===== src/rtl/pulse_oscillator_pkg.sv =====
// Shared types for the pulse oscillator: phase fraction width, segment
// states, control FSM encoding and the accumulator-to-phase helper.
package pulse_oscillator_pkg;

  localparam int LONG_PERCENT_WIDTH = 16;
  localparam int MAX_ACC_WIDTH      = 64;

  typedef logic [LONG_PERCENT_WIDTH-1:0] long_percent_t;

  typedef enum logic {
    FRONT = 1'b0,
    BACK  = 1'b1
  } oscillator_state_t;

  typedef enum logic {
    IDLE = 1'b0,
    RUN  = 1'b1
  } osc_fsm_t;

  // Top LONG_PERCENT_WIDTH bits of an accumulator of width acc_width,
  // passed zero-extended so one function serves every accumulator size.
  function automatic long_percent_t phase_of(input logic [MAX_ACC_WIDTH-1:0] acc,
                                             input int acc_width);
    return long_percent_t'(acc >> (acc_width - LONG_PERCENT_WIDTH));
  endfunction

endpackage


===== src/rtl/pulse_oscillator_acc.sv =====
// Phase accumulator register with modulo-2^ACC_WIDTH add and carry-out.
// Exposes the next value combinationally so the owner can compare it this cycle.
module phase_accumulator #(
  parameter int ACC_WIDTH = 32
) (
  input  logic                 clk,
  input  logic                 rst,
  input  logic                 clear_i,
  input  logic                 advance_i,
  input  logic [ACC_WIDTH-1:0] inc_i,
  output logic [ACC_WIDTH-1:0] acc_next_o,
  output logic                 carry_o
);

  logic [ACC_WIDTH-1:0] acc_q;

  assign {carry_o, acc_next_o} = {1'b0, acc_q} + {1'b0, inc_i};

  // Clear outranks advance so a restart coinciding with a tick lands on 0.
  always_ff @(posedge clk or posedge rst) begin
    if (rst) begin
      acc_q <= '0;
    end else if (clear_i) begin
      acc_q <= '0;
    end else if (advance_i) begin
      acc_q <= acc_next_o;
    end
  end

endmodule


===== src/rtl/pulse_oscillator.sv =====
// Per-voice pulse oscillator: advances a phase accumulator on each sample tick,
// reports FRONT/BACK segment against a duty threshold latched at period wrap.
module pulse_oscillator
  import pulse_oscillator_pkg::*;
#(
  parameter int ACC_WIDTH = 32
) (
  input  logic                 clk,
  input  logic                 rst,
  input  logic                 sample_tick,
  input  logic                 enable,
  input  logic                 restart,
  input  logic [ACC_WIDTH-1:0] increment,
  input  long_percent_t        duty,
  output oscillator_state_t    state,
  output long_percent_t        phase,
  output logic                 valid,
  output logic                 wrap
);

  osc_fsm_t             fsm_q;
  logic [ACC_WIDTH-1:0] inc_q;
  long_percent_t        duty_q;
  oscillator_state_t    state_q;
  long_percent_t        phase_q;
  logic                 valid_q;
  logic                 wrap_q;

  logic [ACC_WIDTH-1:0] acc_next;
  logic                 carry;
  logic                 acc_clear;
  logic                 acc_advance;
  long_percent_t        next_phase;
  long_percent_t        duty_eff;

  assign acc_clear   = (fsm_q == IDLE) || !enable || restart;
  assign acc_advance = (fsm_q == RUN) && enable && !restart && sample_tick;

  phase_accumulator #(
    .ACC_WIDTH (ACC_WIDTH)
  ) u_acc (
    .clk        (clk),
    .rst        (rst),
    .clear_i    (acc_clear),
    .advance_i  (acc_advance),
    .inc_i      (inc_q),
    .acc_next_o (acc_next),
    .carry_o    (carry)
  );

  // On a wrap the freshly latched duty already governs this tick's compare.
  assign next_phase = phase_of(64'(acc_next), ACC_WIDTH);
  assign duty_eff   = carry ? duty : duty_q;

  always_ff @(posedge clk or posedge rst) begin
    if (rst) begin
      fsm_q   <= IDLE;
      inc_q   <= '0;
      duty_q  <= '0;
      state_q <= FRONT;
      phase_q <= '0;
      valid_q <= 1'b0;
      wrap_q  <= 1'b0;
    end else begin
      valid_q <= 1'b0;
      wrap_q  <= 1'b0;
      case (fsm_q)
        IDLE: begin
          if (enable) begin
            inc_q  <= increment;
            duty_q <= duty;
            fsm_q  <= RUN;
            if (restart) begin
              valid_q <= 1'b1;
              phase_q <= '0;
              state_q <= (duty != '0) ? FRONT : BACK;
            end
          end
        end
        RUN: begin
          if (!enable) begin
            fsm_q   <= IDLE;
            state_q <= FRONT;
            phase_q <= '0;
          end else if (restart) begin
            inc_q   <= increment;
            duty_q  <= duty;
            valid_q <= 1'b1;
            phase_q <= '0;
            state_q <= (duty != '0) ? FRONT : BACK;
          end else if (sample_tick) begin
            valid_q <= 1'b1;
            wrap_q  <= carry;
            phase_q <= next_phase;
            state_q <= (next_phase < duty_eff) ? FRONT : BACK;
            if (carry) begin
              inc_q  <= increment;
              duty_q <= duty;
            end
          end
        end
      endcase
    end
  end

  assign state = state_q;
  assign phase = phase_q;
  assign valid = valid_q;
  assign wrap  = wrap_q;

endmodule


===== config.mk =====
export PLATFORM = sky130hd
export DESIGN_NAME = pulse_oscillator
export DESIGN_NICKNAME = d
export VERILOG_FILES = /design/src/rtl/pulse_oscillator_pkg.sv /design/src/rtl/pulse_oscillator_acc.sv /design/src/rtl/pulse_oscillator.sv
export SDC_FILE = /design/constraint.sdc
export NUM_CORES = 1
export LEC_CHECK = 0
export CORE_MARGIN = 2
export CORE_UTILIZATION = 62
export DETAILED_ROUTE_END_ITERATION = 10
export GPL_TIMING_DRIVEN = 0
export HOLD_SLACK_MARGIN = 0.08
export PLACE_DENSITY = 0.87
export SLEW_MARGIN = 20
export SYNTH_ARGS = -nofsm -noshare
export SYNTH_HDL_FRONTEND = slang
export SYNTH_HIERARCHICAL = 1
export SYNTH_SLANG_ARGS = --single-unit

===== constraint.sdc =====
create_clock -name clk -period 12.5 [get_ports clk]
set_input_delay 2.5 -clock clk [delete_from_list [all_inputs] [get_ports clk]]
set_output_delay 2.5 -clock clk [all_outputs]
set_load 0.01 [all_outputs]

; ---- Word-level counts from Yosys, hierarchy flattened
; Cells that the tools add are included.
[word_totals]
out_inout_bits = 19
register_bits = 100
inputBits = 53
word_cells = 68
[op_classes]
addsub = 1
n_eq_ne = 6
n_bitwise = 1
magnitude_cmp = 1
n_reduce_logical = 12
mux = 39
[op_table]
columns = op, count
row1 = $mux 32, 7
row2 = $mux 16, 10
row3 = $pmux 16 s2, 2
row4 = $pmux 32 s2, 1
row5 = $add 32x32->33, 1
row6 = $mux 1, 17
row7 = $lt 16x16->1, 1
row8 = $reduce_bool 16->1, 1
row9 = $ne 2x2->1 const B, 3
row10 = $reduce_and 3->1, 2
row11 = $ne 4x4->1 const B, 1
row12 = $pmux 1 s2, 2
row13 = $reduce_and 4->1, 1
row14 = $logic_and 1x1->1, 3
row15 = $ne 3x2->1 const B, 1
row16 = $ne 3x3->1 const B, 1
row17 = $logic_not 1->1, 2
row18 = $logic_or 1x1->1, 2
row19 = $reduce_bool 2->1, 1
row20 = $not 1->1, 1

; ---- Depth between registers and ports, before layout
[depth]
word_depth = 8
mapped_depth = 20
ltp_nobuf = 18

; ---- Modules after synthesis
; The synthesis kept the hierarchy.
[modules_own_cells]
columns = module, cells_each, area_each_um2, seq_area_each_um2, n_inst
row1 = phase_accumulator, 400, 3261.9, 800.8, 1
row2 = pulse_oscillator, 251, 3123.0, 1701.6, 1

; ---- Worst setup path after synthesis
; OpenSTA, ideal clock, no wires.
[synth_path]
path_type = register to register
from = register inc_q[9]
to = register state_q, in the netlist state
required_ns = 12.376
stages_incl_launch_ff = 19
path_buffers = 2
slack_ns = 8.131
period_less_slack_ns = 4.369
setup_time_ns = 0.124
arrival_ns = 4.245
path_cell_list = dfrtp_1 -> ha_1 -> a21o_1 -> a21o_1 -> a2111oi_4 -> o211a_4 -> o22ai_1 -> o21a_2 -> a311oi_1 -> o21bai_1 -> buf_6 -> buf_2 -> mux2i_1 -> ha_1 -> a21o_1 -> a221o_1 -> a221oi_1 -> a221oi_1 -> o31a_1
[synth_between]
elab_chain_cells = 8
[synth_rtl]
columns = item, line_no
row1 = "start, declared", pulse_oscillator.sv:22  ; logic [ACC_WIDTH-1:0] inc_q;
row2 = "start signal, assigned", pulse_oscillator.sv:70  ; inc_q <= increment;
row3 = "start signal, assigned", pulse_oscillator.sv:86  ; inc_q <= increment;
row4 = "start signal, assigned", pulse_oscillator.sv:97  ; inc_q <= increment;
row5 = $add 32x32->33, pulse_oscillator_acc.sv:17  ; assign {carry_o, acc_next_o} = {1'b0, acc_q} + {1'b0, inc_i};
row6 = named net carry, pulse_oscillator.sv:30  ; logic carry;
row7 = $mux 16, n/a
row8 = $lt 16x16->1, pulse_oscillator.sv:95  ; state_q <= (next_phase < duty_eff) ? FRONT : BACK;
row9 = $mux 1, pulse_oscillator.sv:95
row10 = $mux 1, pulse_oscillator.sv:91  ; end else if (sample_tick) begin
row11 = $mux 1, pulse_oscillator.sv:85  ; end else if (restart) begin
row12 = $mux 1, pulse_oscillator.sv:81  ; if (!enable) begin
row13 = $pmux 1 s2, pulse_oscillator.sv:67  ; case (fsm_q)
row14 = "end signal, assigned", pulse_oscillator.sv:76  ; state_q <= (duty != '0) ? FRONT : BACK;
row15 = "end signal, assigned", pulse_oscillator.sv:90  ; state_q <= (duty != '0) ? FRONT : BACK;
row16 = "end signal, assigned", pulse_oscillator.sv:95
row17 = "end, declared", pulse_oscillator.sv:24  ; oscillator_state_t state_q;
; The timed path passes the listed nets, and every way through them passes these cells. The select of a mux whose other input is x is not followed.
; A chain may end at the register's enable or synchronous reset.

; ---- Final worst setup path
[layout_path]
from = input restart
to = register u_acc.acc_q[6]
[layout_between]
elab_chain_cells = 4
elab_cells_between_ends = 6
cone_classes = 1 x mux / 5 x reduce/logical
[layout_rtl]
columns = item, line_no
row1 = "start, declared", pulse_oscillator.sv:12  ; input logic restart,
row2 = $logic_not 1->1, pulse_oscillator.sv:37  ; assign acc_advance = (fsm_q == RUN) && enable && !restart && sample_tick;
row3 = $logic_and 1x1->1 (2 in series), pulse_oscillator.sv:37
row4 = named net acc_advance, pulse_oscillator.sv:32  ; logic acc_advance;
row5 = $reduce_bool 2->1 (no source line), n/a
row6 = "end signal, assigned", pulse_oscillator_acc.sv:26  ; acc_q <= acc_next_o;
row7 = "end, declared", pulse_oscillator_acc.sv:15  ; logic [ACC_WIDTH-1:0] acc_q;
; The timed path passes the listed nets, and every way through them passes these cells.

==> impl_results.md <==
* Overflow after GRT at 0
* ANT cells at 0
* CTS tree: built
* Post-Place Cell Area at 7261 um2
* CP arrival at 5.39 ns
* Reg-to-reg startpoint: u_acc/acc_q[0]
* CP most frequent cell: buf_1
* Pin slew with the least headroom to its limit at 0.7919 ns
* Hold Buf Count CTS at 0
* Internal Power at 0.5493 mW
* Comb power frac at 0.233
* Reg2reg path depth at 20
* CP Capture Type: flop
* Number of global-route vias before repair at 5,051
* Cell Pwr Density at 104.1 nW/um2
* H-Tree Level Count at 3
* HPWL Detailed at 11,620 um
* Synth Net Count at 747
* Post-CTS resize count at 0
* Relative max-transition margin at 0.4721
* Setup TNS at 0 ns
* Clk_skew at 0.01712 ns
* TritonRoute pass-1 iters at 5
* Via/cell ratio at 5.995
* R2R Path End: state
* Die area at 11,090 um2
* WP buf/inv at 4
* Total GRT Usage at 0.2894
* Post-layout nets at 830
* Tmin final at 5.133 ns
* Final hold slack at 0.4918 ns
* Register share of total power at 0.466
* Placer Congestion at 0.9346
* Worst Hold Launch: phase[8]
* Status: finished clean
* Clk root buf: clkbuf_8
* Hold EP: phase[8]
* Placement row count at 36
* Synthesized cell area at 6361 um2
* Startpoint Class: primary input
* R2R Setup Slk at 7.49 ns
* Core area at 9864 um2
* Post-CTS setup buffers at 0
* Area delta synth->final at 17.68%
* Fin. max-slew vios at 0
* Placed insts at 851
* Crit Path Class: primary input to flop
* Routed wire length at 15,360 um
* Largest net degree at the start of global routing at 37
* Average wire per standard cell at 17.72 um
* Worst-skew pair later-pin latency at 0.40 ns
* Post-Syn Instances at 646
* Die height at 105.3 um
* Fmax at 0.1948 GHz
* Buffers on Ports at 71
* TritonCTS Buffers at 9
* Slowest stage delay, CP at 0.66 ns
* Switching share of power at 0.2952
* Net switching power at 0.2301 mW
* RSZ-0062 raised after global routing: no
* Design Area, Final at 7486 um2
* Die width at 105.3 um
* Critical-path cell list: clkdlybuf4s50_1 -> nor2b_1 -> and3_1 -> clkbuf_1 -> buf_1 -> buf_1 -> mux2i_1 -> nor2_1
* Routed Antenna Nets at 0
* Sink Count at 100
* CP Max Fanout at 10
* Static Leak at 3.259 nW
* Worst Path Required at 12.76 ns
* Hold Vio Cnt, Final at 0
* First-pass GRT wire length at 25,210 um
* Layout cell share with drive strength beyond 1 at 0.1226
* Initial core utilization at 0.6449
* DRC at 0
* Worst-case clock buffer depth at 2
* Ys Warns at 6
* Peak VDD IR at 0.09379 mV
* MaxCap Viol Count at 0
* Non-filler cells, final at 867
* Clock power frac at 0.301
* Finish-stage setup viols at 0
* 1st-iter DRT viols at 414
* Worst min path class: flop to flop
* Critical-path top delay cell: buf_1
* Family with the most delay on the worst path: buffers and inverters
* Tcrit/Tclk final at 0.4106
* I/O pin count at 72
* Total number of vias at 5,198
* Clock transition at path regs at 0.09 ns
* Initial antenna violation count at 0
* WHS Path Cells at 2
* Syn Area/Cell at 9.847 um2
registers in the layout, summed over array words and instances, names as in the netlist:
register     count
duty_q          16
fsm_q            1
inc_q           32
phase           16
state            1
u_acc/acc_q     32
valid            1
wrap             1
cell type report:
cell class / count / area [um2]
clock inverter: 6 / 87.58
inverter: 22 / 85.08
timing repair buffer: 72 / 730.7
multi-input combinational: 490 / 3621
buffer: 34 / 155.1
tap: 133 / 166.4
fill: 670 / 2379
sequential: 100 / 2502
clock buffer: 10 / 137.6
tightest hold or removal path, cell delays in order (launching register included):
cell and delay, ns:
dfrtp_1 0.35, nand2_1 0.05, o21ai_0 0.06
power groups by stage:
stage / Clock [mW] / Sequential [mW] / Combinational (mW)
global placement: 0 / 0.368 / 0.170
detailed placement: 0 / 0.369 / 0.179
floorplan: 0 / 0.365 / 0.120
global route: 0.254 / 0.366 / 0.201
CTS: 0.240 / 0.363 / 0.181
finish: 0.235 / 0.363 / 0.182
per-layer routing:
| layer | wire, um | GRT usage |
|---|---|---|
| met3 | 897 | 0.07359 |
| met2 | 7428 | 0.4691 |
| met5 | 0 | 0 |
| met1 | 6858 | 0.3903 |
| met4 | 178 | 0.07143 |
per-stage QoR:
step / utilization / power (mW) / setup WS (ns)
6_report: 0.7589 / 0.7795 / 7.367
5_1_grt: 0.7589 / 0.8206 / 7.233
2_1_floorplan: - / 0.4852 / 8.131
3_5_place_dp: 0.7360 / 0.5486 / 6.992
4_1_cts: 0.7589 / 0.7837 / 7.416
3_3_place_gp: 0.7338 / 0.5375 / 7.077
placed cells by master (no fill, tap or decap), types with 7 or more instances in the layout:
master,n
nand4_1,9
xnor2_1,19
clkdlybuf4s50_1,71
inv_1,20
a21o_1,16
ha_1,47
mux2_2,46
buf_2,7
a211oi_1,7
o211ai_1,7
nor2b_1,8
mux2i_1,30
dfrtp_1,100
xor2_1,8
or3_1,7
nor4_1,7
nor3_1,7
a21oi_1,47
nand2_1,70
clkbuf_1,17
nor2_1,39
clkbuf_8,10
and3_1,8
o21ai_0,32
how the worst max path moves through the flow:
stage | endpoint | slack (ns) | depth (start not counted) | startpoint
global placement | u_acc/acc_q[7] | 7.08 | 8 | restart
global route | state | 7.23 | 19 | inc_q[19]
detailed placement | u_acc/acc_q[6] | 6.99 | 8 | restart
CTS | u_acc/acc_q[6] | 7.42 | 8 | restart
floorplan | state | 8.13 | 18 | inc_q[9]
finish | u_acc/acc_q[6] | 7.37 | 8 | restart
No activity file was read; power rests on OpenSTA's default activity.
